## src/rtl/persiana_pkg.sv

```systemverilog
// Shared definitions for the blind actuator: controller states and the
// position codes exchanged with the blind's Moore FSM.
package persiana_pkg;

    typedef enum logic [2:0] {
        HOMING,
        REPOSO,
        SUBE,
        BAJA,
        PAUSA,
        FALLA
    } estado_t;

    localparam logic [1:0] CERRADA = 2'b00;
    localparam logic [1:0] MEDIA   = 2'b01;
    localparam logic [1:0] ABIERTA = 2'b10;
    localparam logic [1:0] HOLD    = 2'b11;

endpackage

```

## src/rtl/divisor_tick.sv

```systemverilog
// Motor step prescaler: one tick every PRESCALE cycles while enabled, and the
// count restarts from zero whenever enable drops.
module divisor_tick #(
    parameter int PRESCALE = 4
) (
    input  logic reloj,
    input  logic reset,
    input  logic enable,
    output logic tick
);

    localparam int CW = (PRESCALE > 1) ? $clog2(PRESCALE) : 1;
    localparam logic [CW-1:0] ULTIMO = CW'(PRESCALE - 1);

    logic [CW-1:0] cuenta;

    always_ff @(posedge reloj or negedge reset) begin
        if (!reset) begin
            cuenta <= '0;
        end else if (!enable || cuenta == ULTIMO) begin
            cuenta <= '0;
        end else begin
            cuenta <= cuenta + CW'(1);
        end
    end

    assign tick = enable && (cuenta == ULTIMO);

endmodule

```

## src/rtl/persiana_actuador.sv

```systemverilog
// Blind motor actuator: homes against the bottom switch, then steps the blind
// to the commanded position with a dead time before every direction reversal.
module persiana_actuador
    import persiana_pkg::*;
#(
    parameter int PRESCALE    = 4,
    parameter int FULL_STEPS  = 8,
    parameter int DEAD_CYCLES = 3
) (
    input  logic       reloj,
    input  logic       reset,
    input  logic [1:0] P,
    input  logic       fin_abajo,
    input  logic       fin_arriba,
    output logic       subir,
    output logic       bajar,
    output logic [1:0] posicion,
    output logic       ocupado,
    output logic       falla
);

    localparam int PW           = $clog2(FULL_STEPS + 1);
    localparam int HOMING_TICKS = FULL_STEPS + FULL_STEPS / 4;
    localparam int TW           = $clog2(HOMING_TICKS + 1);
    localparam int DW           = $clog2(DEAD_CYCLES + 1);

    localparam logic [PW-1:0] POS_MAX      = PW'(FULL_STEPS);
    localparam logic [PW-1:0] POS_MED      = PW'(FULL_STEPS / 2);
    localparam logic [TW-1:0] TIMEOUT_LAST = TW'(HOMING_TICKS - 1);
    localparam logic [DW-1:0] PAUSA_LAST   = DW'(DEAD_CYCLES - 1);

    estado_t       estado;
    logic [PW-1:0] pos;
    logic [PW-1:0] posTick;
    logic [PW-1:0] objetivo;
    logic [TW-1:0] cuentaTimeout;
    logic [DW-1:0] cuentaPausa;
    logic          tick;
    logic          enMovimiento;

    assign enMovimiento = (estado == HOMING) || (estado == SUBE) || (estado == BAJA);

    divisor_tick #(
        .PRESCALE(PRESCALE)
    ) uDivisor (
        .reloj  (reloj),
        .reset  (reset),
        .enable (enMovimiento),
        .tick   (tick)
    );

    // A landing tick is folded into the position before any target comparison.
    always_comb begin
        posTick = pos;
        if (tick && estado == SUBE && pos != POS_MAX) begin
            posTick = pos + PW'(1);
        end else if (tick && estado == BAJA && pos != '0) begin
            posTick = pos - PW'(1);
        end

        case (P)
            CERRADA: objetivo = '0;
            MEDIA:   objetivo = POS_MED;
            ABIERTA: objetivo = POS_MAX;
            default: objetivo = posTick;
        endcase
    end

    always_ff @(posedge reloj or negedge reset) begin
        if (!reset) begin
            estado        <= HOMING;
            pos           <= '0;
            cuentaTimeout <= '0;
            cuentaPausa   <= '0;
            subir         <= 1'b0;
            bajar         <= 1'b0;
            falla         <= 1'b0;
        end else begin
            subir <= 1'b0;
            bajar <= 1'b0;
            if (estado != FALLA && fin_abajo && fin_arriba) begin
                estado <= FALLA;
                falla  <= 1'b1;
            end else begin
                case (estado)
                    HOMING: begin
                        if (fin_abajo) begin
                            pos           <= '0;
                            cuentaTimeout <= '0;
                            estado        <= REPOSO;
                        end else if (tick && cuentaTimeout == TIMEOUT_LAST) begin
                            estado <= FALLA;
                            falla  <= 1'b1;
                        end else begin
                            bajar <= 1'b1;
                            if (tick) begin
                                cuentaTimeout <= cuentaTimeout + TW'(1);
                            end
                        end
                    end
                    REPOSO: begin
                        if (objetivo > pos) begin
                            estado <= SUBE;
                            subir  <= 1'b1;
                        end else if (objetivo < pos) begin
                            estado <= BAJA;
                            bajar  <= 1'b1;
                        end
                    end
                    SUBE: begin
                        pos <= posTick;
                        if (fin_arriba) begin
                            pos    <= POS_MAX;
                            estado <= REPOSO;
                        end else if (P == HOLD || posTick == objetivo) begin
                            estado <= REPOSO;
                        end else if (objetivo < posTick) begin
                            estado      <= PAUSA;
                            cuentaPausa <= '0;
                        end else begin
                            subir <= 1'b1;
                        end
                    end
                    BAJA: begin
                        pos <= posTick;
                        if (fin_abajo) begin
                            pos    <= '0;
                            estado <= REPOSO;
                        end else if (P == HOLD || posTick == objetivo) begin
                            estado <= REPOSO;
                        end else if (objetivo > posTick) begin
                            estado      <= PAUSA;
                            cuentaPausa <= '0;
                        end else begin
                            bajar <= 1'b1;
                        end
                    end
                    PAUSA: begin
                        if (cuentaPausa == PAUSA_LAST) begin
                            cuentaPausa <= '0;
                            if (objetivo > pos) begin
                                estado <= SUBE;
                                subir  <= 1'b1;
                            end else if (objetivo < pos) begin
                                estado <= BAJA;
                                bajar  <= 1'b1;
                            end else begin
                                estado <= REPOSO;
                            end
                        end else begin
                            cuentaPausa <= cuentaPausa + DW'(1);
                        end
                    end
                    FALLA: begin
                        falla <= 1'b1;
                    end
                    default: begin
                        estado <= FALLA;
                        falla  <= 1'b1;
                    end
                endcase
            end
        end
    end

    // Position is only meaningful once homed; anything off the three stops reads HOLD.
    always_comb begin
        if (estado == HOMING) begin
            posicion = HOLD;
        end else if (pos == '0) begin
            posicion = CERRADA;
        end else if (pos == POS_MED) begin
            posicion = MEDIA;
        end else if (pos == POS_MAX) begin
            posicion = ABIERTA;
        end else begin
            posicion = HOLD;
        end
    end

    assign ocupado = (estado != REPOSO);

endmodule

```

## config.mk

```make
export PLATFORM = sky130hd
export DESIGN_NAME = persiana_actuador
export DESIGN_NICKNAME = d
export VERILOG_FILES = /design/src/rtl/persiana_pkg.sv /design/src/rtl/divisor_tick.sv /design/src/rtl/persiana_actuador.sv
export SDC_FILE = /design/constraint.sdc
export NUM_CORES = 1
export LEC_CHECK = 0
export ABC_CLOCK_PERIOD_IN_PS = 3610
export BUFFER_PORTS_ARGS = -buffer_cell sky130_fd_sc_hd__buf_4
export CORE_MARGIN = 2
export CORE_UTILIZATION = 35
export CTS_CLUSTER_SIZE = 20
export DETAILED_ROUTE_END_ITERATION = 7
export GPL_TIMING_DRIVEN = 1
export PLACE_DENSITY = 0.61
export SLEW_MARGIN = 5
export SYNTH_ARGS = -nofsm -noshare
export SYNTH_HDL_FRONTEND = slang
export SYNTH_SLANG_ARGS = --single-unit
```

## constraint.sdc

```tcl
create_clock -name reloj -period 3.61 [get_ports reloj]
set_input_delay 0.722 -clock reloj [delete_from_list [all_inputs] [get_ports reloj]]
set_output_delay 0.722 -clock reloj [all_outputs]
set_load 0.05 [all_outputs]
```

# Word-level counts from Yosys, hierarchy flattened
# Index checks and enable logic that the tools add are counted.
# word_totals
latchBits	0
ram_bits	0
in_bits	6
n_memories	0
rom_bits	0
regBits	18
# op_classes
multipliers	0
mux	59
n_reduce_logical	26
n_bitwise	1
div	0
n_eq_ne	34
magnitude_cmp	4
shifts	0
add_sub_neg	5
# ops
op	n
$mux 3	12
$mux 4	8
$mux 2	13
$pmux 4 s3	2
$mux 1	19
$pmux 3 s6	1
$ne 2x2->1 const B	7
$ne 5x2->1 const B	2
$add 4x1->4 const B	2
$eq 2x2->1 const B	4
$eq 4x4->1 const B	2
$gt 4x4->1	2
$logic_and 1x1->1	8
$lt 4x4->1	2
$ne 4x4->1 const B	2
$reduce_and 8->1	1
$eq 3x2->1 const B	2
$eq 3x3->1 const B	2
$ne 2x1->1 const B	3
$ne 3x1->1 const B	2
$ne 3x3->1 const B	2
$pmux 2 s3	1
$reduce_and 3->1	2
$reduce_and 6->1	1
other kinds (22)	27

# Depth between registers and ports, before layout
# Gate-level depths: netlist (run 1).
# logic_depth
word_depth	15
depth_mapped	14

# Cells and area by module
# Synthesis (run 1) repeated with hierarchy kept, for this count alone.
# unflattened
hier_cells	193
area_unflattened_um2	1580.3
# by_module_without_submodules
mod	cells_per_inst	area_each_um2	n_inst
persiana_actuador	187	1488.9	1
divisor_tick	6	91.3	1

# Worst setup path before layout (run 1)
# No wires, ideal clock.
# synth_path
path_kind	register to register
startpoint	reg pos[0]
endpoint	reg estado[2]
path_stages_with_launch	15
slack_ps	501
n_path_buf	0
setup_ps	86
t_required_ps	3524
arrival_ps	3024
cell_sequence	dfrtp_1 inv_1 ha_1 nor2b_1 o21ai_1 a2111o_1 and2_1 nor2_1 ha_1 nor2b_1 o21ai_0 a21oi_1 a221o_1 or2_1 a32oi_1
# synth_via
elab_chain_cells	11
elab_cells_between_ends	26
cone_classes	add/sub: 2; order compare: 4; eq/ne: 5; mux: 10; reduce/logical: 5
# synth_rtl
element	line	rtl
start: declaration	persiana_actuador.sv:33	logic [PW-1:0] pos;
start signal: assignment	persiana_actuador.sv:111	pos <= posTick;
start signal: assignment	persiana_actuador.sv:125	pos <= posTick;
branches (longest 11 deep; another with $sub 4x1->4)	n/a	
end signal: assignment	persiana_actuador.sv:82	estado <= FALLA;
end signal: assignment	persiana_actuador.sv:128	estado <= REPOSO;
end signal: assignment	persiana_actuador.sv:130	estado <= REPOSO;
end: declaration	persiana_actuador.sv:32	estado_t estado;
# Parallel ways; which one is timed is not known.
# A chain may end at the register's enable or synchronous reset.

# Worst setup path after layout (run 1)
# layout_path
startpoint	reg pos[1]
endpoint	reg estado[2]
# Same word-level chain as after synthesis.

==> results of run 1 <==
-- cell usage in the layout (no fill, tap or decap), drive strengths merged, types with 3 or more instances in the layout --
cell type / synthesis / routed
o32ai: 3 / 3
or3: 3 / 3
o211ai: 3 / 3
nor2b: 6 / 6
a2111o: 3 / 3
a21o: 3 / 3
a21oi: 13 / 13
buf: 4 / 15
nand3: 4 / 4
ha: 11 / 11
xor2: 3 / 3
a21boi: 5 / 5
and3b: 4 / 4
clkbuf: 3 / 4
nand2: 14 / 14
nand4: 4 / 4
dfrtp: 18 / 18
nand2b: 6 / 6
inv: 8 / 8
nor2: 20 / 20
o21ai: 15 / 15
-- layout make-up --
cell class / count / area, um2
clock buffers: 4 / 55.1
fillers: 443 / 2560
inverters: 8 / 30.0
multi-input cells: 155 / 1080
flip-flops and latches: 18 / 450
well taps: 52 / 65.1
repair buffers: 15 / 113
-- how the worst min path moves through the flow --
stage / to / slack, ns
6_report: subir$_DFF_PN0_ / 0.33
3_5_place_dp: uDivisor.cuenta[0]$_DFF_PN0_ / 0.44
2_1_floorplan: uDivisor.cuenta[0]$_DFF_PN0_ / 0.42
5_1_grt: pos[1]$_DFFE_PN0P_ / 0.34
3_3_place_gp: uDivisor.cuenta[0]$_DFF_PN0_ / 0.44
4_1_cts: subir$_DFF_PN0_ / 0.33
-- report_power, final --
part / total, mW / internal [mW] / leakage, nW / switching, mW
clock network: 0.169 / 0.0970 / 0.0288 / 0.0724
logic: 0.593 / 0.224 / 0.484 / 0.369
registers: 0.320 / 0.255 / 0.232 / 0.0651
total: 1.08 / 0.576 / 0.744 / 0.506
-- Yosys cell counts (all sizes together) (2+ instances only) --
library cell	instances
a2111o	3
a21boi	5
a21o	3
a21oi	13
a31oi	2
and2	2
and3b	4
buf	4
clkbuf	3
dfrtp	18
ha	11
inv	8
mux2	2
nand2	14
nand2b	6
nand3	4
nand3b	2
nand4	4
nor2	20
nor2b	6
nor3	2
o2111ai	2
o211ai	3
o21ai	15
o221a	2
o32ai	3
or2	2
or3	3
xor2	3
-- kinds of logic (layout without fill, tap and decap cells) --
family / Yosys count / after routing
xor+xnor: 4 / 4
simple gates: 77 / 77
buf+inv: 15 / 27
flops: 18 / 18
compound gates: 61 / 61
fa+ha+maj: 11 / 11
mux: 2 / 2
-- sequential cells by signal, indices dropped and copies added, names as in the netlist --
| register | flops |
|---|---|
| bajar | 1 |
| cuentaPausa | 2 |
| cuentaTimeout | 4 |
| estado | 3 |
| falla | 1 |
| pos | 4 |
| subir | 1 |
| uDivisor.cuenta | 2 |
-- routing by layer --
layer	share of wire, %	up-vias
li1	-	731
met1	46	705
met2	49	34
met3	5.1	4
met4	0.66	0
met5	0	-
-- what timing repair did --
item / CTS / global route
resized for setup: 0 / 3
setup endpoints to repair: 0 / 3
hold buffers: 0 / 0
endpoints found under the hold margin: 0 / 0
-- through the flow --
| stage | instances | hold WS [ns] |
|---|---|---|
| 2_1_floorplan | 188 | 0.418 |
| 3_3_place_gp | 248 | 0.438 |
| 3_5_place_dp | 248 | 0.442 |
| 4_1_cts | 252 | 0.335 |
| 5_1_grt | 252 | 0.345 |
| 6_report | 252 | 0.325 |
-- critical path, delay by kind of cell (launching register included) --
kind	cells	cell delay [ns]
AO/OA/AOI/OAI	6	1.30
buffers and inverters	1	0.11
AND/OR/NAND/NOR	5	0.85
flip-flops	1	0.45
adder cells (fa/ha/maj)	2	0.49
==> impl_results.html, run 1 <==
<table>
<tr><th>Metric</th><th>Value</th></tr>
<tr><th colspan="2">Drt</th></tr>
<tr><td>Total number of vias</td><td>1474</td></tr>
<tr><td>Routed wirelength normalized by instance count</td><td>about 16 um</td></tr>
<tr><td>Detailed Route Iter0 Violations</td><td>95</td></tr>
<tr><td>DR DRC count</td><td>0</td></tr>
<tr><td>DR vias/cell</td><td>5.85</td></tr>
<tr><td>Routed wire length</td><td>3940 um</td></tr>
<tr><td>Count of antenna-violating nets left after detailed routing</td><td>0</td></tr>
<tr><td>Pre-antenna DRT Iters</td><td>4</td></tr>
<tr><th colspan="2">Logic synthesis</th></tr>
<tr><td>Register area share after synthesis</td><td>around 28%</td></tr>
<tr><td>Main synth FF type</td><td>sky130_fd_sc_hd__dfrtp_1</td></tr>
<tr><td>Count of synthesis-stage warnings from yosys</td><td>0</td></tr>
<tr><td>Unique cell type count in the Yosys netlist</td><td>58</td></tr>
<tr><td>Adder and majority cell fraction of the synthesized area</td><td>under 10%</td></tr>
<tr><td>Cell types with the largest area share after synthesis</td><td>sky130_fd_sc_hd__dfrtp_1 (28%), sky130_fd_sc_hd__ha_1 (8.7%), sky130_fd_sc_hd__nor2_1 (4.7%)</td></tr>
<tr><td>Post-synth net total</td><td>just over 200</td></tr>
<tr><td>Mapped cell area</td><td>~0.0016 mm2</td></tr>
<tr><td>Xor and xnor area share after synthesis</td><td>roughly 2.2%</td></tr>
<tr><td>Most area-hungry cell type in the Yosys netlist</td><td>sky130_fd_sc_hd__dfrtp_1</td></tr>
<tr><td>Portion of netlist area occupied by mux cells</td><td>roughly 1.4%</td></tr>
<tr><td>Simple-gate area share of the yosys netlist</td><td>27.0%</td></tr>
<tr><td>Async S/R FF share, synth</td><td>between 90% and 100%</td></tr>
<tr><td>Syn_area_per_cell</td><td>around 8.4 um2</td></tr>
<tr><td>Gate Count Post-Synth</td><td>188</td></tr>
<tr><td>Combinational family with the most area after synthesis</td><td>compound AO/OA/AOI/OAI gates</td></tr>
<tr><td>Synthesized-area fraction occupied by ao, oa, aoi and oai cells</td><td>roughly 29%</td></tr>
<tr><td>Number of register bits inferred by synthesis</td><td>18</td></tr>
<tr><td>Fraction of post-synthesis cell area in the top cell type by area</td><td>approximately 28%</td></tr>
<tr><td>Number of enable-type register cells in the synthesized netlist</td><td>0</td></tr>
<tr><th colspan="2">Power</th></tr>
<tr><td>Overall Power</td><td>~1.1 mW</td></tr>
<tr><td>Pwr Density</td><td>around 600 mW/mm2</td></tr>
<tr><td>Leakage power</td><td>approximately 0.74 nW</td></tr>
<tr><td>Maximum VDD drop</td><td>roughly 0.36 mV</td></tr>
<tr><th colspan="2">Worst setup path</th></tr>
<tr><td>First element of the critical path</td><td>pos[1]$_DFFE_PN0P_</td></tr>
<tr><td>R2R Path End</td><td>estado[2]$_DFFE_PN0P_</td></tr>
<tr><td>CP endpoint</td><td>estado[2]$_DFFE_PN0P_</td></tr>
<tr><td>Maximum fanout encountered on the critical timing path</td><td>8</td></tr>
<tr><td>Crit. End Element</td><td>flop</td></tr>
<tr><td>R2R depth</td><td>14</td></tr>
<tr><td>Category of the critical setup timing path</td><td>flop to flop</td></tr>
<tr><td>Most frequent CP cell</td><td>sky130_fd_sc_hd__o21ai_1</td></tr>
<tr><td>Data required time at the worst endpoint</td><td>3.78 ns</td></tr>
<tr><td>Startpoint type of the worst setup path</td><td>flop</td></tr>
<tr><td>Setup slack of the most critical reg-to-reg path</td><td>between 0.3 and 0.4 ns</td></tr>
<tr><td>Highest-delay cell along the critical path</td><td>sky130_fd_sc_hd__a2111o_1</td></tr>
<tr><td>CP Cell Sequence</td><td>inv_1 -&gt; ha_2 -&gt; nor2b_2 -&gt; o21ai_1 -&gt; a2111o_1 -&gt; and2_1 -&gt; nor2_1 -&gt; ha_1 -&gt; nor2b_1 -&gt; o21ai_1 -&gt; a21oi_1 -&gt; a221o_1 -&gt; or2_1 -&gt; a32oi_1</td></tr>
<tr><td>Worst Path Arrival</td><td>about 3.5 ns</td></tr>
<tr><td>Largest incremental delay on the critical path</td><td>0.46 ns</td></tr>
<tr><td>R2r startpoint</td><td>pos[1]$_DFFE_PN0P_</td></tr>
<tr><th colspan="2">Timing</th></tr>
<tr><td>Tightest Pin Transition</td><td>just over 0.5 ns</td></tr>
<tr><td>Setup TNS Final</td><td>0 ns</td></tr>
<tr><td>Smallest setup slack after layout</td><td>0.315 ns</td></tr>
<tr><td>Max Clock Skew</td><td>0.00576 ns</td></tr>
<tr><td>Final period utilization</td><td>a little over 90%</td></tr>
<tr><td>Tmin final</td><td>between 3 and 4 ns</td></tr>
<tr><td>Maximum clock frequency</td><td>~300 MHz</td></tr>
<tr><td>Hold violation count in the final report</td><td>0</td></tr>
<tr><td>Relative slew slack</td><td>66.5%</td></tr>
<tr><td>Unrepaired setup endpoints after global routing</td><td>no</td></tr>
<tr><td>Final number of setup-violating endpoints</td><td>0</td></tr>
<tr><td>Pins over their slew limit</td><td>0</td></tr>
<tr><th colspan="2">Job</th></tr>
<tr><td>Maximum capacitance violations</td><td>0</td></tr>
<tr><th colspan="2">Placed design</th></tr>
<tr><td>Count of buffers from port buffering</td><td>11</td></tr>
<tr><td>Routability Congestion</td><td>~0.84</td></tr>
<tr><td>Post-Place Cell Area</td><td>between 0.0015 and 0.002 mm2</td></tr>
<tr><td>Total half-perimeter wirelength after legalization and detailed placement</td><td>just over 3000 um</td></tr>
<tr><td>Pre-CTS WS</td><td>0.209 ns</td></tr>
<tr><th colspan="2">Clocking</th></tr>
<tr><td>CTS tree</td><td>done</td></tr>
<tr><td>Max Root-Sink Buffers</td><td>2</td></tr>
<tr><td>Worst-Skew Late Latency</td><td>~0.26 ns</td></tr>
<tr><td>Post-CTS Repair Setup Buffers</td><td>0</td></tr>
<tr><td>Number of clock buffers inserted by TritonCTS</td><td>3</td></tr>
<tr><td>Clock sink count</td><td>18</td></tr>
<tr><td>CTS H-tree lvls</td><td>1</td></tr>
<tr><td>Root buf cell</td><td>sky130_fd_sc_hd__clkbuf_8</td></tr>
<tr><td>Clock transition at the register clock pins on the worst setup and hold paths after CTS</td><td>~0.07 ns</td></tr>
<tr><th colspan="2">Min path</th></tr>
<tr><td>Type of the tightest min-delay check</td><td>primary input to asynchronous set/reset pin</td></tr>
<tr><th colspan="2">Floorplan</th></tr>
<tr><td>Core box area</td><td>roughly 0.0044 mm2</td></tr>
<tr><td>Vert. Die Dim</td><td>just over 70 um</td></tr>
<tr><td>Ports</td><td>12</td></tr>
<tr><td>Die width</td><td>about 70 um</td></tr>
<tr><td>Effective utilization at floorplan</td><td>a little over a third</td></tr>
<tr><td>Placement row count</td><td>24</td></tr>
<tr><td>Die area</td><td>roughly 0.0051 mm2</td></tr>
<tr><th colspan="2">GRT</th></tr>
<tr><td>Met1 Use GR</td><td>between 20 and 25%</td></tr>
<tr><td>Met3 GRT Util</td><td>about 3.4%</td></tr>
<tr><td>Overflow after GRT</td><td>0</td></tr>
<tr><td>First-pass GRT wire length</td><td>6560 um</td></tr>
<tr><td>Peak-usage layer in the global routing report</td><td>met2</td></tr>
<tr><td>Pin count of the biggest net entering global routing</td><td>19</td></tr>
<tr><td>Via count of the first global-routing pass</td><td>around 1400</td></tr>
<tr><td>Initial antenna violation count</td><td>0</td></tr>
<tr><td>Met2 Track Usage GR</td><td>26.2%</td></tr>
<tr><td>GRT Resource Usage Total</td><td>approximately 16%</td></tr>
<tr><th colspan="2">Finish</th></tr>
<tr><td>Fraction of layout instances using a drive strength above 1</td><td>approximately 16%</td></tr>
<tr><td>Syn-to-layout area delta</td><td>13.1%</td></tr>
<tr><td>Final Core Density</td><td>just over 40%</td></tr>
<tr><td>Total number of nets in the final design</td><td>218</td></tr>
<tr><td>Design area</td><td>0.00179 mm2</td></tr>
<tr><td>Number of antenna cells inserted</td><td>0</td></tr>
<tr><th colspan="2">Status</th></tr>
<tr><td>Run status</td><td>finished, final reports clean</td></tr>
</table>
(Power assumes the default switching activity.)
==> inputs of run 2 (changes only) <==
Settings changed: CORE_UTILIZATION 35 to 55, PLACE_DENSITY 0.61 to 0.84.
==> impl_results.html, run 2 (same netlist as run 1, synthesis figures left out) <==
<table>
<tr><th>Metric</th><th>Value</th></tr>
<tr><th colspan="2">Timing</th></tr>
<tr><td>Final number of setup-violating endpoints</td><td>0 (unchanged)</td></tr>
<tr><td>Worst slack on hold paths</td><td>0.256 ns (-0.0690 ns)</td></tr>
<tr><td>Pins over their slew limit</td><td>0 (unchanged)</td></tr>
<tr><td>Unrepaired setup endpoints after global routing</td><td>no</td></tr>
<tr><td>Final period utilization</td><td>95.3% (+4.0 points)</td></tr>
<tr><td>Tmin final</td><td>3.44 ns (+0.144 ns)</td></tr>
<tr><td>Relative slew slack</td><td>68.6% (+2.1 points)</td></tr>
<tr><td>Setup TNS Final</td><td>0 ns (unchanged)</td></tr>
<tr><td>Hold violation count in the final report</td><td>0 (unchanged)</td></tr>
<tr><td>Tightest Pin Transition</td><td>0.466 ns (-0.0370 ns)</td></tr>
<tr><td>Max Clock Skew</td><td>0.0219 ns (+0.0161 ns)</td></tr>
<tr><td>Maximum clock frequency</td><td>291 MHz (-4.2%)</td></tr>
<tr><th colspan="2">Clocking</th></tr>
<tr><td>Post-CTS Repair Setup Buffers</td><td>0 (unchanged)</td></tr>
<tr><td>Root buf cell</td><td>sky130_fd_sc_hd__clkbuf_4</td></tr>
<tr><td>Worst-Skew Late Latency</td><td>0.32 ns (+0.06 ns)</td></tr>
<tr><td>CTS tree</td><td>done</td></tr>
<tr><td>Clock sink count</td><td>18 (unchanged)</td></tr>
<tr><td>Hold-fix buffer count after cts</td><td>0 (unchanged)</td></tr>
<tr><td>Clock transition at the register clock pins on the worst setup and hold paths after CTS</td><td>0.13 ns (+0.06 ns)</td></tr>
<tr><td>Number of clock buffers inserted by TritonCTS</td><td>3 (unchanged)</td></tr>
<tr><td>Max Root-Sink Buffers</td><td>2 (unchanged)</td></tr>
<tr><td>CTS H-tree lvls</td><td>1 (unchanged)</td></tr>
<tr><th colspan="2">Power</th></tr>
<tr><td>Sw Ratio</td><td>50.0% (+3.2 points)</td></tr>
<tr><td>Leakage power</td><td>0.725 nW (-2.6%)</td></tr>
<tr><td>Relative contribution of combinational cells to total power</td><td>59.7% (+4.9 points)</td></tr>
<tr><td>Overall Power</td><td>1.04 mW (-3.8%)</td></tr>
<tr><td>Internal Dissipation</td><td>0.520 mW (-9.6%)</td></tr>
<tr><td>Pwr Density</td><td>602 mW/mm2 (-0.11%)</td></tr>
<tr><td>Share of power burned in the clock network</td><td>10.7% (-5.0 points)</td></tr>
<tr><td>Switching power total</td><td>0.521 mW (+2.8%)</td></tr>
<tr><td>Portion of total power attributed to sequential cells</td><td>29.6% (about the same)</td></tr>
<tr><td>Maximum VDD drop</td><td>0.414 mV (+16%)</td></tr>
<tr><th colspan="2">Min path</th></tr>
<tr><td>Type of the tightest min-delay check</td><td>primary input to asynchronous set/reset pin</td></tr>
<tr><th colspan="2">Status</th></tr>
<tr><td>Run status</td><td>finished, final reports clean</td></tr>
<tr><th colspan="2">Floorplan</th></tr>
<tr><td>Effective utilization at floorplan</td><td>57.5% (+21 points)</td></tr>
<tr><td>Die area</td><td>0.00333 mm2 (-35%)</td></tr>
<tr><td>Die width</td><td>57.7 um (-19%)</td></tr>
<tr><td>Vert. Die Dim</td><td>57.7 um (-19%)</td></tr>
<tr><td>Core box area</td><td>0.00276 mm2 (-37%)</td></tr>
<tr><td>Placement row count</td><td>19 (-21%)</td></tr>
<tr><td>Ports</td><td>12 (unchanged)</td></tr>
<tr><th colspan="2">Finish</th></tr>
<tr><td>Most used cells in the layout excluding fill and tap cells</td><td>sky130_fd_sc_hd__nor2_1 (20), sky130_fd_sc_hd__dfrtp_1 (18), sky130_fd_sc_hd__nand2_1 (14), sky130_fd_sc_hd__buf_4 (14)</td></tr>
<tr><td>Total number of nets in the final design</td><td>217 (-0.46%)</td></tr>
<tr><td>Non-filler cells in the finished layout</td><td>229 (-9.1%)</td></tr>
<tr><td>Largest registers ranked by flip-flop count</td><td>cuentaTimeout (4), pos (4), estado (3)</td></tr>
<tr><td>Leading cell type in the layout, fill and taps excluded</td><td>sky130_fd_sc_hd__nor2_1</td></tr>
<tr><td>Number of antenna cells inserted</td><td>0 (unchanged)</td></tr>
<tr><td>Final Core Density</td><td>62.7% (+21 points)</td></tr>
<tr><td>Fraction of layout instances using a drive strength above 1</td><td>14.6% (-0.85 points)</td></tr>
<tr><td>Syn-to-layout area delta</td><td>8.91%</td></tr>
<tr><th colspan="2">Worst setup path</th></tr>
<tr><td>CP Cell Sequence</td><td>inv_1 -&gt; ha_2 -&gt; nor2b_2 -&gt; o21ai_1 -&gt; a2111o_1 -&gt; and2_1 -&gt; nor2_1 -&gt; ha_1 -&gt; nor2b_1 -&gt; o21ai_0 -&gt; a21oi_1 -&gt; a221o_1 -&gt; or2_1 -&gt; a32oi_1</td></tr>
<tr><td>Category of the critical setup timing path</td><td>flop to flop</td></tr>
<tr><td>Worst Path Arrival</td><td>3.66 ns (+0.19 ns)</td></tr>
<tr><td>Crit. End Element</td><td>flop</td></tr>
<tr><td>Startpoint type of the worst setup path</td><td>flop</td></tr>
<tr><td>Setup slack of the most critical reg-to-reg path</td><td>0.17 ns (-0.14 ns)</td></tr>
<tr><td>Highest-delay cell along the critical path</td><td>sky130_fd_sc_hd__dfrtp_1</td></tr>
<tr><td>Count of buffer and inverter cells on the critical path</td><td>1 (unchanged)</td></tr>
<tr><td>Maximum fanout encountered on the critical timing path</td><td>9 (+1)</td></tr>
<tr><td>Data required time at the worst endpoint</td><td>3.83 ns (+0.05 ns)</td></tr>
<tr><td>Largest incremental delay on the critical path</td><td>0.50 ns (+0.04 ns)</td></tr>
<tr><td>Family with the most delay on the worst path</td><td>compound AO/OA/AOI/OAI gates</td></tr>
<tr><th colspan="2">Drt</th></tr>
<tr><td>Pre-antenna DRT Iters</td><td>4 (unchanged)</td></tr>
<tr><td>Count of antenna-violating nets left after detailed routing</td><td>0 (unchanged)</td></tr>
<tr><td>DR DRC count</td><td>0 (unchanged)</td></tr>
<tr><td>Routed wirelength normalized by instance count</td><td>17.4 um (+11%)</td></tr>
<tr><td>Routed wire length</td><td>3980 um (+0.94%)</td></tr>
<tr><td>Total number of vias</td><td>1545 (+4.8%)</td></tr>
<tr><td>DR vias/cell</td><td>6.75 (+15%)</td></tr>
<tr><td>Detailed Route Iter0 Violations</td><td>122 (+28%)</td></tr>
<tr><th colspan="2">GRT</th></tr>
<tr><td>GRT Resource Usage Total</td><td>25.9% (+9.8 points)</td></tr>
<tr><td>Peak-usage layer in the global routing report</td><td>met2</td></tr>
<tr><td>Met2 Track Usage GR</td><td>42.2% (+16 points)</td></tr>
<tr><td>Via count of the first global-routing pass</td><td>1484 (+8.2%)</td></tr>
<tr><td>Overflow after GRT</td><td>0 (unchanged)</td></tr>
<tr><td>Met1 Use GR</td><td>36.2% (+14 points)</td></tr>
<tr><td>Pin count of the biggest net entering global routing</td><td>19 (unchanged)</td></tr>
<tr><td>Met3 GRT Util</td><td>2.01% (-1.4 points)</td></tr>
<tr><td>Initial antenna violation count</td><td>0 (unchanged)</td></tr>
<tr><td>First-pass GRT wire length</td><td>6780 um (+3.4%)</td></tr>
<tr><th colspan="2">Placed design</th></tr>
<tr><td>Total half-perimeter wirelength after legalization and detailed placement</td><td>2990 um (-1.3%)</td></tr>
<tr><td>Count of placed standard cells including taps</td><td>226 (-8.9%)</td></tr>
<tr><td>Routability Congestion</td><td>0.933 (+12%)</td></tr>
<tr><td>Count of buffers from port buffering</td><td>11 (unchanged)</td></tr>
<tr><th colspan="2">Job</th></tr>
<tr><td>Maximum capacitance violations</td><td>0 (unchanged)</td></tr>
</table>
run 2: what timing repair did:
action                                 in CTS  in global routing
endpoints found under the hold margin       0                  0
setup endpoints to repair                   0                  2
gates resized for setup                     0                  2
run 2: final timing paths:
| check | cells past startpoint | from | endpoint |
|---|---|---|---|
| min in group reloj | 1 | uDivisor.cuenta[0]$_DFF_PN0_ | uDivisor.cuenta[0]$_DFF_PN0_ |
| max | 14 | pos[0]$_DFFE_PN0P_ | estado[2]$_DFFE_PN0P_ |
| max reg2reg | 14 | pos[0]$_DFFE_PN0P_ | estado[2]$_DFFE_PN0P_ |
| min reg2reg | 1 | uDivisor.cuenta[0]$_DFF_PN0_ | uDivisor.cuenta[0]$_DFF_PN0_ |
| min | 1 | reset | pos[1]$_DFFE_PN0P_ |
| max in group asynchronous | 1 | reset | cuentaTimeout[2]$_DFFE_PN0P_ |
run 2: final cells by class:
type	instances	area, um2
clock buffer	3	22.5
fill	243	1030
inverter	8	30.0
multi-input combinational	155	1080
sequential	18	450
tap	31	38.8
timing repair buffer	14	105
run 2: through the flow:
stage | area (um2) | setup slack, ns
final | 1730 | 0.170
after global routing | 1730 | 0.0143
after CTS | 1720 | 0.152
after detailed placement | 1700 | 0.182
after global placement | 1700 | 0.351
after floorplan | 1590 | 0.501
run 2: routing by layer:
layer	vias up	wire length, um
li1	730	-
met1	741	1790
met2	66	1910
met3	8	217
met4	0	59
met5	-	0
run 2: power groups by stage:
stage	Clock, mW	Sequential, mW	Combinational [mW]
4_1_cts	0.106	0.307	0.609
6_report	0.112	0.308	0.621
3_3_place_gp	0	0.303	0.587
2_1_floorplan	0	0.320	0.438
3_5_place_dp	0	0.311	0.606
5_1_grt	0.116	0.318	0.673
